**src/rtl/bsg_vanilla_pkg.sv**
```systemverilog
// Shared types for the vanilla core execution units.
// The integer divider consumes idiv_op_e to select signedness and quotient/remainder.
package bsg_vanilla_pkg;

    typedef enum logic [1:0] {
        eDIV  = 2'd0,
        eDIVU = 2'd1,
        eREM  = 2'd2,
        eREMU = 2'd3
    } idiv_op_e;

endpackage

```
**src/rtl/vanilla_idiv_dpath.sv**
```systemverilog
// Restoring shift-subtract register set: remainder, quotient/dividend, divisor.
// The quotient register starts holding the dividend and shifts quotient bits in from the right.
module vanilla_idiv_dpath #(
    parameter int data_width_p = 32
) (
    input  logic                    clk_i,
    input  logic                    load_i,
    input  logic                    step_i,
    input  logic                    sel_div0_i,
    input  logic                    sel_ovf_i,
    input  logic [data_width_p-1:0] dividend_i,
    input  logic [data_width_p-1:0] divisor_i,
    output logic [data_width_p-1:0] quot_o,
    output logic [data_width_p-1:0] rem_o
);

    logic [data_width_p-1:0] rem_q,  rem_d;
    logic [data_width_p-1:0] quot_q, quot_d;
    logic [data_width_p-1:0] div_q,  div_d;
    logic [data_width_p:0]   shifted;
    logic [data_width_p:0]   diff;

    // Remainder is always below the divisor, so one extra bit covers the trial subtract.
    assign shifted = {rem_q, quot_q[data_width_p-1]};
    assign diff    = shifted - {1'b0, div_q};

    always_comb begin
        rem_d  = rem_q;
        quot_d = quot_q;
        div_d  = div_q;
        if (load_i) begin
            div_d = divisor_i;
            if (sel_div0_i) begin
                quot_d = '1;
                rem_d  = dividend_i;
            end else if (sel_ovf_i) begin
                quot_d = {1'b1, {(data_width_p-1){1'b0}}};
                rem_d  = '0;
            end else begin
                quot_d = dividend_i;
                rem_d  = '0;
            end
        end else if (step_i) begin
            if (!diff[data_width_p]) begin
                rem_d  = diff[data_width_p-1:0];
                quot_d = {quot_q[data_width_p-2:0], 1'b1};
            end else begin
                rem_d  = shifted[data_width_p-1:0];
                quot_d = {quot_q[data_width_p-2:0], 1'b0};
            end
        end
    end

    always_ff @(posedge clk_i) begin
        rem_q  <= rem_d;
        quot_q <= quot_d;
        div_q  <= div_d;
    end

    assign quot_o = quot_q;
    assign rem_o  = rem_q;

endmodule

```
**src/rtl/vanilla_idiv_seq.sv**
```systemverilog
// Sequential integer divider: one restoring iteration per cycle on operand magnitudes,
// with divide-by-zero and signed overflow short-circuited straight to DONE.
module vanilla_idiv_seq
    import bsg_vanilla_pkg::*;
#(
    parameter int data_width_p     = 32,
    parameter int reg_addr_width_p = 5
) (
    input  logic                        clk_i,
    input  logic                        reset_i,
    input  logic                        v_i,
    output logic                        ready_o,
    input  idiv_op_e                    op_i,
    input  logic [data_width_p-1:0]     rs1_i,
    input  logic [data_width_p-1:0]     rs2_i,
    input  logic [reg_addr_width_p-1:0] rd_i,
    output logic                        v_o,
    output logic [data_width_p-1:0]     result_o,
    output logic [reg_addr_width_p-1:0] rd_o,
    input  logic                        yumi_i
);

    localparam int                  cnt_w_lp     = $clog2(data_width_p);
    localparam logic [cnt_w_lp-1:0] last_step_lp = cnt_w_lp'(data_width_p - 1);

    // state | meaning
    // IDLE  | ready for a request
    // CALC  | shift-subtract iterations running
    // DONE  | result held until yumi_i
    typedef enum logic [1:0] {
        IDLE = 2'd0,
        CALC = 2'd1,
        DONE = 2'd2
    } state_e;

    state_e                      state_q, state_d;
    logic [cnt_w_lp-1:0]         cnt_q, cnt_d;
    logic                        is_rem_q;
    logic                        quot_neg_q;
    logic                        rem_neg_q;
    logic [reg_addr_width_p-1:0] rd_q;

    logic                        accept;
    logic                        signed_op;
    logic                        sign1, sign2;
    logic                        div0, ovf, special;
    logic [data_width_p-1:0]     rs1_mag, rs2_mag;
    logic [data_width_p-1:0]     quot, rem;

    assign signed_op = (op_i == eDIV) || (op_i == eREM);
    assign sign1     = signed_op & rs1_i[data_width_p-1];
    assign sign2     = signed_op & rs2_i[data_width_p-1];
    assign rs1_mag   = sign1 ? -rs1_i : rs1_i;
    assign rs2_mag   = sign2 ? -rs2_i : rs2_i;
    assign div0      = (rs2_i == '0);
    assign ovf       = signed_op
                     & (rs1_i == {1'b1, {(data_width_p-1){1'b0}}})
                     & (&rs2_i);
    assign special   = div0 | ovf;

    assign ready_o = (state_q == IDLE) && !reset_i;
    assign v_o     = (state_q == DONE) && !reset_i;
    assign accept  = v_i && ready_o;

    always_comb begin
        state_d = state_q;
        cnt_d   = cnt_q;
        unique case (state_q)
            IDLE: begin
                if (accept) begin
                    state_d = special ? DONE : CALC;
                    cnt_d   = '0;
                end
            end
            CALC: begin
                cnt_d = cnt_q + 1'b1;
                if (cnt_q == last_step_lp) begin
                    state_d = DONE;
                end
            end
            DONE: begin
                if (yumi_i) begin
                    state_d = IDLE;
                end
            end
            default: state_d = IDLE;
        endcase
    end

    always_ff @(posedge clk_i) begin
        if (reset_i) begin
            state_q <= IDLE;
            cnt_q   <= '0;
        end else begin
            state_q <= state_d;
            cnt_q   <= cnt_d;
        end
    end

    // Quotient sign is dropped for short-circuit results; the remainder sign is kept so
    // a signed divide-by-zero remainder reproduces the original dividend.
    always_ff @(posedge clk_i) begin
        if (accept) begin
            is_rem_q   <= (op_i == eREM) || (op_i == eREMU);
            quot_neg_q <= (sign1 ^ sign2) & !special;
            rem_neg_q  <= sign1;
            rd_q       <= rd_i;
        end
    end

    vanilla_idiv_dpath #(
        .data_width_p (data_width_p)
    ) dpath (
        .clk_i      (clk_i),
        .load_i     (accept),
        .step_i     (state_q == CALC),
        .sel_div0_i (div0),
        .sel_ovf_i  (ovf),
        .dividend_i (rs1_mag),
        .divisor_i  (rs2_mag),
        .quot_o     (quot),
        .rem_o      (rem)
    );

    always_comb begin
        if (is_rem_q) begin
            result_o = rem_neg_q ? -rem : rem;
        end else begin
            result_o = quot_neg_q ? -quot : quot;
        end
    end

    assign rd_o = rd_q;

endmodule

```
**config.mk**
```make
export PLATFORM = sky130hd
export DESIGN_NAME = vanilla_idiv_seq
export DESIGN_NICKNAME = d
export VERILOG_FILES = /design/src/rtl/bsg_vanilla_pkg.sv /design/src/rtl/vanilla_idiv_dpath.sv /design/src/rtl/vanilla_idiv_seq.sv
export SDC_FILE = /design/constraint.sdc
export NUM_CORES = 1
export LEC_CHECK = 0
export CAP_MARGIN = 0
export CELL_PAD_IN_SITES_DETAIL_PLACEMENT = 1
export CELL_PAD_IN_SITES_GLOBAL_PLACEMENT = 1
export CORE_MARGIN = 2
export CORE_UTILIZATION = 47
export DETAILED_ROUTE_END_ITERATION = 7
export HOLD_SLACK_MARGIN = 0.03
export PLACE_DENSITY = 0.93
export SLEW_MARGIN = 20
export SYNTH_ARGS = -nofsm -noshare
export SYNTH_HDL_FRONTEND = slang
export SYNTH_SLANG_ARGS = --single-unit
```
**constraint.sdc**
```tcl
create_clock -name clk_i -period 6.8 [get_ports clk_i]
set_clock_uncertainty 0.15 [all_clocks]
set_input_delay 1.36 -clock clk_i [delete_from_list [all_inputs] [get_ports clk_i]]
set_output_delay 1.36 -clock clk_i [all_outputs]
set_load 0.01 [all_outputs]
```
==> results_dict.tcl <==
set metrics [dict create \
    num_vias 8953 \
    fin_util 0.5655 \
    power_density_nw_per_um2 354.2 \
    root_buffer "clkbuf_16" \
    yosysTopAreaCell "edfxtp_1" \
    syn_inst 1050 \
    io_pins 114 \
    first_pass_iters 5 \
    leakage_nw 4.136 \
    p_total_mw 3.898 \
    placed_area_sq_um 10690 \
    slowest_stage "clkdlybuf4s50_1" \
    cp.buffers_inverters 1 \
    ys_seq_elements 111 \
    die_h_um 144.7 \
    drt_iter0_drc 733 \
    clkLatencyLatePin_ns 0.36 \
    clkTransAtPathRegs_ns 0.07 \
    nFillCells 2251 \
    area.sequential_sq_um 3263 \
    areaGrowthSynthToFinish_pct 18.29 \
    core_area_sq_um 19460 \
    fmax_mhz 163.6 \
    hold_path_end "cnt_q[4]" \
    cts_num_sinks 111 \
    final_max_slew_viol_count 0 \
    swShare 0.4330 \
    r2r_slack_ns 2.54 \
    cts_hold_buffers 0 \
    port_buffers 113 \
    dp_hpwl_mm 23.46 \
    crit_path_max_fanout 5 \
    rr_worst_depth 13 \
    pwr-share-clk 0.139 \
    cp_common_cell "or4_4" \
    hold_ws_ns 0.3825 \
    holdCritPathClass "reg -> reg" \
    cts.repair.resized 0 \
    ys_seq_area_frac 0.3507 \
    setup_viol 0 \
    grt_usage 0.3107 \
    p_sw_mw 1.688 \
    combPwrFrac 0.542 \
    clock_path_buffers 2 \
    critPathLaunchType "flip-flop" \
    drive_above_1_share 0.03930 \
    syn_nets 1165 \
    synth_area_leaders "edfxtp_1, xnor2_1, xor2_1" \
    path_cells "or3_4 -> or4_4 -> or3_1 -> or4_4 -> or4_1 -> or4_4 -> o31ai_2 -> xor2_1 -> mux2i_1 -> clkdlybuf4s50_1" \
    die_width_um 144.7 \
    htreeDepth 3 \
    required_ns 5.29 \
    core.rowCount 51 \
    num-nets-final 1255 \
    max_cap_violations 0 \
    internal_power_mw 2.210 \
    fin_area_sq_um 11010 \
    async_flop_share 0 \
    synth_area_sq_um 9304 \
    first_global_vias 9135 \
    end_kind "output port" \
    die-area_sq_um 20940 \
    hold_viol 0 \
    worstReg2RegEnd "dpath.rem_o[19]" \
    grt_antenna_before_repair 0 \
    wl_mm 31.93 \
    max_stage_delay_ns 0.56 \
    synth_edf_count 104 \
    yosys_warnings 0 \
    wire_per_inst_um 22.65 \
    finalCriticalPeriod_ns 6.112 \
    antenna_cells 0 \
    fin_crit_sh 0.8988 \
    hold_path.startpoint "cnt_q[4]" \
    grt_pass1_wl_mm 49.78 \
    r2r_start "dpath.quot_o[31]" \
    syn_avg_cell_area_sq_um 8.861 \
    holdPathStages 2 \
    gr-total-overflow 0 \
    status "completed" \
    ant_nets 0 \
    synth_top_area_frac 0.3357 \
    tightest_slew_ns 1.045 \
    place.gp.congestion 0.9113 \
    ys.flop_type "edfxtp_1" \
    slew_headroom 0.3018 \
    multiInputGateArea_sq_um 5668 \
    post_cts.repair.setup_buffers 0 \
    vias_per_cell 6.350 \
    cts_tree "done" \
    seqPwrFrac 0.319 \
    grt_start_max_net_pins 113 \
    tns_ns 0 \
    ir_drop_v 0.0002482 \
    yosysUniqueCellTypes 62 \
    initial_core_util 0.4780 \
    grt_setup_unrepaired "no" \
    cp.arrival_ns 4.60 \
    critPathKind "reg -> out" \
    drcViolationCount 0 \
    numCtsBuffers 9 \
    crit_family "simple AND/OR/NAND/NOR gates" \
]
[how the worst max path moves through the flow]
stage / start / endpoint / slack [ns] / cells after the start
2_1_floorplan: dpath.rem_o[9] / result_o[25] / 1.83 / 9
3_3_place_gp: dpath.rem_o[8] / result_o[25] / 1.23 / 10
3_5_place_dp: dpath.rem_o[9] / result_o[31] / 1.11 / 10
4_1_cts: dpath.rem_o[9] / result_o[31] / 0.70 / 10
5_1_grt: dpath.rem_o[8] / result_o[28] / 0.53 / 10
6_report: dpath.rem_o[9] / result_o[31] / 0.69 / 10
[Yosys cell counts, drive strengths merged, types with 2 or more instances]
cell type,n
edfxtp,104
a21oi,95
nor2,91
xnor2,79
o21ai,74
nand2,68
xor2,67
inv,53
clkbuf,42
ha,39
mux2i,32
o31ai,25
nor3,20
or4,20
or3,19
o21a,17
a21o,16
nand4,15
o211ai,15
nand2b,14
o22ai,13
a31oi,11
o41ai,11
and3,10
nand3,10
nor2b,10
nor4,9
dfxtp,7
a211oi,6
o22a,6
and2,5
mux2,5
a22oi,4
buf,4
nor3b,4
a211o,3
o2111ai,3
o21bai,3
a311oi,2
a31o,2
nor4b,2
or2,2
[power groups by stage]
| stage | combinational (mW) | clock, mW | sequential [mW] |
|---|---|---|---|
| floorplan | 1.46 | 0 | 1.13 |
| global placement | 1.94 | 0 | 1.22 |
| detailed placement | 2.02 | 0 | 1.24 |
| CTS | 2.08 | 0.543 | 1.23 |
| global route | 2.28 | 0.571 | 1.25 |
| finish | 2.11 | 0.542 | 1.24 |
[kinds of logic after synthesis]
| group | Yosys count | synth area share |
|---|---|---|
| mux | 37 | 0.04048 |
| xor+xnor | 146 | 0.1374 |
| compound gates | 312 | 0.2109 |
| flops | 111 | 0.3507 |
| fa+ha+maj | 40 | 0.05460 |
| simple gates | 304 | 0.1655 |
| buf+inv | 100 | 0.04034 |
[sequential cells by signal, summed over array words and instances (netlist names)]
name / count
cnt_q: 5
dpath.div_q: 32
dpath.quot_o: 32
dpath.rem_o: 32
is_rem_q: 1
quot_neg_q: 1
rd_o: 5
rem_neg_q: 1
state_q: 2
[layout make-up]
class | count | share of cell area
Timing Repair Buffer | 125 | 0.1135
Inverter | 54 | 0.01853
Tap cell | 265 | 0.03013
Multi-Input combinational cell | 839 | 0.5150
Clock buffer | 10 | 0.02080
Sequential cell | 111 | 0.2965
Clock inverter | 6 | 0.005571
[cell usage in the layout, fill, tap and decap left out, types with 18 or more instances in the layout]
cell type        instances
o21ai_0                 69
xor2_1                  67
nor2_1                  91
mux2i_1                 32
clkdlybuf4s50_1        113
or3_1                   18
xnor2_1                 79
inv_1                   52
nor3_1                  20
o31ai_1                 21
ha_1                    39
edfxtp_1               104
nand2_1                 67
a21oi_1                 95
[metrics by stage]
step | setup WS (ns) | std cells
2_1_floorplan | 1.834 | 1050
4_1_cts | 0.7046 | 1408
6_report | 0.6885 | 1410
5_1_grt | 0.5334 | 1410
3_5_place_dp | 1.113 | 1392
3_3_place_gp | 1.233 | 1392
[metal layers]
metal  up-vias  part of all wire  global-route usage  wire (um)
li1       4043                 -                   -          -
met1      4379              0.42              0.4054      13260
met2       437              0.47              0.5094      15030
met3        94             0.078             0.05594       2487
met4         0             0.036              0.1318       1154
met5         -                 0                   0          0
[tightest hold or removal path, stage by stage (launching register included)]
cell	delay (ns)
dfxtp_1	0.34
a22oi_1	0.07
nor2_1	0.08
Power figures use the tool's default switching activity.
